$ cat config.mk
export PLATFORM = sky130hd
export DESIGN_NAME = perf_counter_bank
export DESIGN_NICKNAME = d
export VERILOG_FILES = /design/src/rtl/rv32i_types.sv /design/src/rtl/perf_counter_bank_counter.sv /design/src/rtl/perf_counter_bank.sv
export SDC_FILE = /design/constraint.sdc
export NUM_CORES = 1
export LEC_CHECK = 0
export ABC_AREA = 1
export BUFFER_PORTS_ARGS = -buffer_cell sky130_fd_sc_hd__buf_4
export CORE_ASPECT_RATIO = 0.6
export CORE_UTILIZATION = 35
export DETAILED_ROUTE_END_ITERATION = 8
export PLACE_DENSITY_LB_ADDON = 0.12
export SLEW_MARGIN = 40
export SYNTH_ARGS = -nofsm -noshare
export SYNTH_HDL_FRONTEND = slang
export SYNTH_SLANG_ARGS = --single-unit
$ cat constraint.sdc
create_clock -name clk -period 3.6 [get_ports clk]
set_input_delay 0.72 -clock clk [delete_from_list [all_inputs] [get_ports clk]]
set_output_delay 0.72 -clock clk [all_outputs]
set_load 0.005 [all_outputs]
$ cat src/rtl/rv32i_types.sv
// rtl/rv32i_types.sv - shared types and register offsets for the performance counter bank
// Purpose: register map constants, control-bit layout and counter address helper.
// Ports: none (package).
package rv32i_types;

  localparam logic [7:0] PERF_CNT_BASE  = 8'h00;
  localparam logic [7:0] PERF_HI_BASE   = 8'h80;
  localparam logic [7:0] PERF_OVF_ADDR  = 8'hF8;
  localparam logic [7:0] PERF_CTRL_ADDR = 8'hFC;

  // Field order puts freeze in bit 0, saturate in bit 1, clear_all in bit 2.
  typedef struct packed {
    logic clear_all;
    logic saturate;
    logic freeze;
  } perf_ctrl_t;

  // Byte offset of counter k's low word (hi=0) or high word (hi=1).
  function automatic logic [7:0] counter_addr(input int k, input bit hi);
    return (hi ? PERF_HI_BASE : PERF_CNT_BASE) + 8'(4 * k);
  endfunction

endpackage

$ cat src/rtl/perf_counter_bank_counter.sv
// rtl/perf_counter_bank_counter.sv - one event counter cell with load, clear and overflow handling
// Purpose: a single CNT_WIDTH counter; priority is clear, then bus load, then increment.
// Ports:
//   clk, rst_n       clock, asynchronous active-low reset
//   inc              count one event this cycle
//   load             32-bit load data from the bus
//   load_lo/load_hi  load bits 31:0 / bits CNT_WIDTH-1:32 from load
//   clear            zero the counter
//   saturate         hold at all-ones instead of wrapping
//   value            current count
//   ovf_set          pulses when an increment hits the all-ones value
module perf_counter
  import rv32i_types::*;
#(
  parameter int CNT_WIDTH = 32
) (
  input  logic                 clk,
  input  logic                 rst_n,
  input  logic                 inc,
  input  logic [31:0]          load,
  input  logic                 load_hi,
  input  logic                 load_lo,
  input  logic                 clear,
  input  logic                 saturate,
  output logic [CNT_WIDTH-1:0] value,
  output logic                 ovf_set
);

  logic [CNT_WIDTH-1:0] value_q, value_d;
  logic [CNT_WIDTH-1:0] loaded;

  generate
    if (CNT_WIDTH > 32) begin : g_wide
      assign loaded = {load_hi ? load[CNT_WIDTH-33:0] : value_q[CNT_WIDTH-1:32],
                       load_lo ? load : value_q[31:0]};
    end else begin : g_narrow
      // No high word exists, so a stray high-word strobe leaves the value alone.
      assign loaded = load_hi ? value_q : load[CNT_WIDTH-1:0];
    end
  endgenerate

  always_comb begin
    value_d = value_q;
    ovf_set = 1'b0;
    if (clear) begin
      value_d = '0;
    end else if (load_lo || load_hi) begin
      value_d = loaded;
    end else if (inc) begin
      if (&value_q) begin
        ovf_set = 1'b1;
        value_d = saturate ? value_q : '0;
      end else begin
        value_d = value_q + CNT_WIDTH'(1);
      end
    end
  end

  always_ff @(posedge clk or negedge rst_n) begin
    if (!rst_n) begin
      value_q <= '0;
    end else begin
      value_q <= value_d;
    end
  end

  assign value = value_q;

endmodule

$ cat src/rtl/perf_counter_bank.sv
// rtl/perf_counter_bank.sv - bank of event counters with a register read/write port
// Purpose: address decode, control/overflow registers, high-word snapshot and registered response.
// Ports:
//   clk, rst_n             clock, asynchronous active-low reset
//   event_i[NUM_CNT]       per-counter increment request
//   mem_read, mem_write    register access requests (write wins when both are high)
//   mem_address, mem_wdata byte offset and write data
//   mem_rdata, mem_resp    registered read data and one-cycle completion pulse
module perf_counter_bank
  import rv32i_types::*;
#(
  parameter int NUM_CNT     = 9,
  parameter int CNT_WIDTH   = 32,
  parameter bit SAT_DEFAULT = 1'b0
) (
  input  logic               clk,
  input  logic               rst_n,
  input  logic [NUM_CNT-1:0] event_i,
  input  logic               mem_read,
  input  logic               mem_write,
  input  logic [7:0]         mem_address,
  input  logic [31:0]        mem_wdata,
  output logic [31:0]        mem_rdata,
  output logic               mem_resp
);

  localparam bit HAS_HI = (CNT_WIDTH > 32);

  logic               wr_en, rd_en, aligned, idx_ok;
  logic               lo_hit, hi_hit, ovf_hit, ctrl_hit, clear_all;
  logic [4:0]         idx;
  perf_ctrl_t         wr_ctrl, rd_ctrl;
  logic [NUM_CNT-1:0] inc, ld_lo, ld_hi, ovf_set, w1c;

  logic [CNT_WIDTH-1:0] cnt_val [NUM_CNT];
  logic [31:0]          cnt_lo  [NUM_CNT];
  logic [31:0]          cnt_hi  [NUM_CNT];

  logic               freeze_q, freeze_d;
  logic               sat_q, sat_d;
  logic [NUM_CNT-1:0] ovf_q, ovf_d;
  logic [31:0]        snap_q, snap_d;
  logic               resp_q, resp_d;
  logic [31:0]        rdata_q, rdata_d;

  always_comb begin
    wr_en     = mem_write;
    rd_en     = mem_read & ~mem_write;
    idx       = mem_address[6:2];
    aligned   = (mem_address[1:0] == 2'b00);
    idx_ok    = ({1'b0, idx} < 6'(NUM_CNT));
    ovf_hit   = (mem_address == PERF_OVF_ADDR);
    ctrl_hit  = (mem_address == PERF_CTRL_ADDR);
    lo_hit    = (mem_address < PERF_HI_BASE) && aligned && idx_ok;
    // The ovf/ctrl registers sit inside the high-word window and take precedence.
    hi_hit    = HAS_HI && (mem_address >= PERF_HI_BASE) && aligned && idx_ok
                && !ovf_hit && !ctrl_hit;
    wr_ctrl   = perf_ctrl_t'(mem_wdata[2:0]);
    clear_all = wr_en && ctrl_hit && wr_ctrl.clear_all;
    w1c       = (wr_en && ovf_hit) ? mem_wdata[NUM_CNT-1:0] : '0;
    inc       = '0;
    ld_lo     = '0;
    ld_hi     = '0;
    for (int k = 0; k < NUM_CNT; k++) begin
      inc[k]   = event_i[k] & ~freeze_q;
      ld_lo[k] = wr_en && lo_hit && (idx == 5'(k));
      ld_hi[k] = wr_en && hi_hit && (idx == 5'(k));
    end
  end

  generate
    for (genvar g = 0; g < NUM_CNT; g++) begin : g_cell
      perf_counter #(.CNT_WIDTH(CNT_WIDTH)) u_cnt (
        .clk     (clk),
        .rst_n   (rst_n),
        .inc     (inc[g]),
        .load    (mem_wdata),
        .load_hi (ld_hi[g]),
        .load_lo (ld_lo[g]),
        .clear   (clear_all),
        .saturate(sat_q),
        .value   (cnt_val[g]),
        .ovf_set (ovf_set[g])
      );
      if (HAS_HI) begin : g_wide
        assign cnt_lo[g] = cnt_val[g][31:0];
        assign cnt_hi[g] = 32'(cnt_val[g][CNT_WIDTH-1:32]);
      end else begin : g_narrow
        assign cnt_lo[g] = 32'(cnt_val[g]);
        assign cnt_hi[g] = '0;
      end
    end
  endgenerate

  always_comb begin
    freeze_d = freeze_q;
    sat_d    = sat_q;
    if (wr_en && ctrl_hit) begin
      freeze_d = wr_ctrl.freeze;
      sat_d    = wr_ctrl.saturate;
    end
    // A fresh overflow in the same cycle survives a write-1-to-clear.
    ovf_d   = clear_all ? '0 : ((ovf_q & ~w1c) | ovf_set);
    resp_d  = mem_read | mem_write;
    rdata_d = '0;
    snap_d  = snap_q;
    rd_ctrl = '{clear_all: 1'b0, saturate: sat_q, freeze: freeze_q};
    if (rd_en) begin
      if (lo_hit) begin
        // Latch the upper bits now so a following high-word read matches this low word.
        for (int k = 0; k < NUM_CNT; k++) begin
          if (idx == 5'(k)) begin
            rdata_d = cnt_lo[k];
            snap_d  = cnt_hi[k];
          end
        end
      end else if (hi_hit) begin
        rdata_d = snap_q;
      end else if (ovf_hit) begin
        rdata_d = 32'(ovf_q);
      end else if (ctrl_hit) begin
        rdata_d = 32'(rd_ctrl);
      end
    end
  end

  always_ff @(posedge clk or negedge rst_n) begin
    if (!rst_n) begin
      freeze_q <= 1'b0;
      sat_q    <= SAT_DEFAULT;
      ovf_q    <= '0;
      snap_q   <= '0;
      resp_q   <= 1'b0;
      rdata_q  <= '0;
    end else begin
      freeze_q <= freeze_d;
      sat_q    <= sat_d;
      ovf_q    <= ovf_d;
      snap_q   <= snap_d;
      resp_q   <= resp_d;
      rdata_q  <= rdata_d;
    end
  end

  assign mem_rdata = rdata_q;
  assign mem_resp  = resp_q;

endmodule

# --- Word-level counts from Yosys, hierarchy flattened ---
# Index checks and enable logic that the tools add are counted.
word_totals:
  register_bits: 332
  latch_bits: 0
  ramBits: 0
  mem_bits_ro: 0
  input_bits: 53
  output_inout_bits: 33
  word_cells: 192
  mem_count: 0
op_classes:
  add_sub_neg: 9
  multipliers: 0
  div_mod_pow: 0
  order_cmp: 2
  n_eq_ne: 19
  shifts: 0
  muxes: 88
  bitwise: 16
  reduce_logical: 44
ops:
  columns: ["operator", "n"]
  rows:
  - ["32-bit two-way mux", 48]
  - ["32-bit by 1-bit adder with 32-bit output, second input constant", 9]
  - ["32-bit AND reduction", 9]
  - ["1-bit two-way mux", 36]
  - ["4-bit by 3-bit != test with 1-bit output, second input constant", 9]
  - ["9-bit two-way mux", 3]
  - ["3-bit nonzero test", 9]
  - ["5-bit by 3-bit equality test with 1-bit output, second input constant", 4]
  - ["2-bit AND reduction", 9]
  - ["8-bit equality test, second input constant", 2]
  - ["1-bit logical AND", 15]
  - ["1-bit bitwise AND", 10]
  - ["5-bit by 2-bit equality test with 1-bit output, second input constant", 2]
  - ["9-bit bitwise AND", 1]
  - ["9-bit inverter", 1]
  - ["9-bit bitwise OR", 1]
  - ["8-bit less-than comparator, second input constant", 1]
  - ["5-bit by 1-bit equality test with 1-bit output, second input constant", 1]
  - ["5-bit by 4-bit equality test with 1-bit output, second input constant", 1]
  - ["5-bit logical NOT", 1]
  - ["5-bit by 4-bit less-than comparator with 1-bit output, second input constant", 1]
  - ["2-bit logical NOT", 1]
  - ["2-bit two-way mux", 1]
  - ["1-bit inverter", 2]
  - ["1-bit bitwise OR", 1]

# --- Depth between registers and ports, before layout ---
depth:
  ltp_word: 12
  ltp_mapped: 14
  mapped_depth_nobuf: 14

# --- Hierarchy ---
# A second synthesis with hierarchy kept.
unflattened:
  cells_unflattened: 4835
  hier_area_um2: 29266.8
by_module_without_submodules:
  columns: ["module", "n_inst", "cells_each", "area_per_inst_um2"]
  rows:
  - ["perf_counter", 9, 455, 2775.2]
  - ["perf_counter_bank", 1, 740, 4290.4]

# --- Least setup slack after synthesis ---
# OpenSTA, ideal clock, no wires.
synth_timing:
  path_type: "input to register"
  startpoint: "input mem_address[0]"
  endpoint: "register g_cell[7].u_cnt.value_q[8]"
  setup_ns: 0.127
  arrival_ns: 2.117
  required_ns: 3.473
  slack_ns: 1.355
  stages: 12
  cell_sequence: "inv_1 > nand2_1 > nor2_2 > nand3_4 > nor2_4 > inv_2 > nand3_1 > nand2_1 > buf_4 > buf_4 > nand2_1 > o21ai_0"
synth_between:
  elab_chain_cells: 7
  elab_cells_between_ends: 14
  classes_between: "1 x order compare; 2 x eq/ne; 2 x mux; 9 x reduce/logical"
synth_lines:
  columns: ["element", "line", "text"]
  rows:
  - ["from (decl)", "perf_counter_bank.sv:21", "input logic [7:0] mem_address,"]
  - ["8-bit less-than comparator / 2-bit logical NOT (equally long branches)", "perf_counter_bank.sv:54, perf_counter_bank.sv:50", null]
  - ["1-bit logical AND (2 in a row)", "perf_counter_bank.sv:54", "lo_hit = (mem_address < PERF_HI_BASE) && aligned && idx_ok;"]
  - ["1-bit logical AND (2 in a row)", "perf_counter_bank.sv:66", "ld_lo[k] = wr_en && lo_hit && (idx == 5'(k));"]
  - ["4-bit by 3-bit != test with 1-bit output (no line) (tied with other cells)", null, null]
  - ["2-bit AND reduction (no line) / 32-bit two-way mux (equally long branches)", null, null]
  - ["to (signal assigned)", "perf_counter_bank_counter.sv:63", "value_q <= value_d;"]
  - ["to (decl)", "perf_counter_bank_counter.sv:29", "logic [CNT_WIDTH-1:0] value_q, value_d;"]
# Several ways; a longest one is shown, not always the timed one.
# A chain may end at the register's enable or synchronous reset.

# --- Final worst setup path ---
layout_timing:
  startpoint: "register g_cell[6].u_cnt.value_q[0]"
  endpoint: "register g_cell[6].u_cnt.value_q[22]"
layout_between:
  elab_chain_cells: 5
  elab_cells_between_ends: 8
  classes_between: "1 x add/sub; 1 x eq/ne; 4 x mux; 2 x reduce/logical"
layout_lines:
  columns: ["element", "line", "text"]
  rows:
  - ["from (decl)", "perf_counter_bank_counter.sv:29", null]
  - ["from (signal assigned)", "perf_counter_bank_counter.sv:63", null]
  - ["32-bit by 1-bit adder with 32-bit output / 32-bit AND reduction (equally long branches)", "perf_counter_bank_counter.sv:54, perf_counter_bank_counter.sv:50", null]
  - ["32-bit two-way mux", "perf_counter_bank_counter.sv:50", "if (&value_q) begin"]
  - ["32-bit two-way mux", "perf_counter_bank_counter.sv:49", "end else if (inc) begin"]
  - ["32-bit two-way mux", "perf_counter_bank_counter.sv:47", "end else if (load_lo || load_hi) begin"]
  - ["32-bit two-way mux", "perf_counter_bank_counter.sv:45", "if (clear) begin"]
# Several ways; a longest one is shown, not always the timed one. The select of a mux whose other input is x is not followed.

==> metrics <==
total track usage=37.1%; first-pass GRT wire length=202 mm; CTS tree=built; sequential fraction of the synthesis area=31.8%; mean post-synth cell area=6.03 sq um; fmax=0.340 GHz; commonest non-fill, non-tap cell in the layout=nand2_1; cts bufs inserted=40; Peak supply drop=0.337 mV; Yosys top cell area share=31.8%; Top Ports=86; dpl hpwl=108 mm; CP endpoint kind=register; Routed WL per cell=26.2 microns; post-synth top area cell=dfrtp_1; Routed Antenna Nets=0; Layout Cells excl Fill=5430; Clock Sinks=332; Req. time, crit path=4090 ps; Post-Synthesis Cells=4333; H-tree depth=2; drt total wl=142 mm; CTS resizes=0; Area contributors post-synth=dfrtp_1, nand2_1, nand3_1, nor2_1, o21ai_0; worst slew pin tran=917 ps; crit path time final=2940 ps; initial antenna violation count=3; Vias=30700; hold buffer count at cts=0; core footprint=73800 sq um; final hold vios=0; die area=75800 sq um; IO Port Bufs=85; arrival time worst endpoint=3430 ps; TNS Setup=0 ps; grt ovf=0; min-delay worst type=input pin to asynchronous set/reset pin; #FFs+latches synth=332; Die Ht=214 microns; synthesized area=26100 sq um; status=finished clean; Clock Skews=43.4 ps; Ys Warns=0; final setup vio count=0; Layout area overhead=13.6%; startpoint types=register; drt first pass iters=7; Post-Syn Nets=4395; largest net degree at the start of global routing=70; most frequent cells in the layout=nand2_1, nor2_1, nand3_1; Pleak=0.0134 uW; vias per cell=5.66; share of the clock period used by the worst path=81.8%; RSZ-0062 raised after global routing=no; Slew HR=38.8%; fin nets=4467; drt drc=0; Clock Root Buffer=clkbuf_16; Setup WS pre-CTS=363 ps; critical path class=register to register; postcts setup bufs=0; fraction of layout cells with a size suffix above 1=7.62%; dpl cells=5350; Max Cap Viol=0; First DRT Iteration DRCs=4790; CP Max Fanout=21; R2R cell count=14; Die X=355 microns; vias in the first global route=26700; Reg clk slew, reported paths=60 ps; Placement Rows=77; Bufs on Longest Clock Path=3; Final Max Tran Viols=0; Initial Utilization=35.4%; routability congestion estimate=1.05; PwrDens=410 nW/um^2; synth unique cells=42; setup ws final=657 ps; Clk Latency, worst-skew pair=620 ps
==> flip-flops by register name, indices dropped and copies added, names as in the netlist <==
register / cells
mem_rdata: 32
freeze_q: 1
g_cell.u_cnt.value: 288
ovf_q: 9
mem_resp: 1
sat_q: 1
==> final cells by class <==
cell class	instances	area (sq um)
Antenna cell	7	17.5
Clock buffer	61	1240
Clock inverter	12	205
Fill cell	8185	44100
Inverter	384	1450
Multi-Input combinational cell	3454	15700
Sequential cell	332	8310
Tap cell	987	1230
Timing Repair Buffer	193	1560
==> synthesized netlist by cell type <==
cell and n:
buf_4 11, o21bai_1 6, and2_1 1, nand3_2 2, xor2_1 97, dfrtp_1 332, o22ai_1 13, o21ai_0 313
nand2_1 1532, a31oi_1 3, nor3_2 1, nand4_1 56, nor2_2 8, and3_1 2, buf_2 50, buf_1 8
clkbuf_2 1, nand4_2 1, nor3_1 103, o21a_1 2, inv_1 358, nand2_4 1, clkbuf_1 91, nand3_4 1
nand2_2 14, a21o_1 3, o21ai_1 44, o31ai_1 22, nand3b_1 1, buf_6 2, o211ai_1 34, inv_2 18
nor3b_1 3, nor2_4 7, or2_2 11, a21oi_1 214, nand3_1 429, ha_1 9, clkinv_1 8, xnor2_1 20
mux2i_1 1, nor2_1 500
==> stage by stage <==
| stage | hold WS, ps | utilization (%) | total power, uW | cell area [sq um] |
|---|---|---|---|---|
| after floorplan | 424 | - | 6180 | 26100 |
| after detailed placement | 494 | 38.2 | 7380 | 28200 |
| after global placement | 504 | 38.2 | 7390 | 28200 |
| after global routing | 160 | 40.2 | 12600 | 29700 |
| final | 134 | 40.2 | 12200 | 29700 |
| after CTS | 135 | 40.2 | 12000 | 29700 |
==> critical path: stages, from the launching register on <==
cell	delay (ps)
dfrtp_1	470
ha_1	220
nand2_1	80
nor2_1	90
buf_4	130
nand2_1	110
inv_1	110
nand3_1	90
inv_1	100
nand2_2	230
inv_1	210
nand3_1	150
nand2_2	380
buf_4	310
o21ai_0	120
==> final timing paths <==
kind	startpoint	endpoint	slack, ps
setup / recovery	g_cell[6].u_cnt.value[0]	g_cell[6].u_cnt.value[22]	660
hold / removal	rst_n	g_cell[3].u_cnt.value[21]	130
setup reg to reg	g_cell[6].u_cnt.value[0]	g_cell[6].u_cnt.value[22]	660
hold reg to reg	freeze_q	freeze_q	510
max in group asynchronous	rst_n	mem_rdata[8]	2640
min in group clk	mem_read	mem_resp	320
==> per-layer routing <==
metal / vias to the layer above / GRT usage (%) / routed length (microns)
li1: 14200 / - / -
met1: 14600 / 58.6 / 67900
met2: 1859 / 43.2 / 48100
met3: 139 / 17.4 / 23700
met4: 2 / 6.94 / 2330
met5: - / 0.813 / 86
==> logic make-up after synthesis <==
group	after synthesis	share of synthesized area, %
fa+ha+maj	9	0.431
compound gates	654	13.2
mux	1	0.0383
xor+xnor	117	3.92
buf+inv	547	8.32
flops	332	31.8
simple gates	2673	42.3
==> report_power, final <==
group | switching [uW] | internal, uW
logic | 1640 | 785
clock network | 1940 | 2740
registers | 877 | 4180
total | 4460 | 7710
No activity file was read; power rests on OpenSTA's default activity.
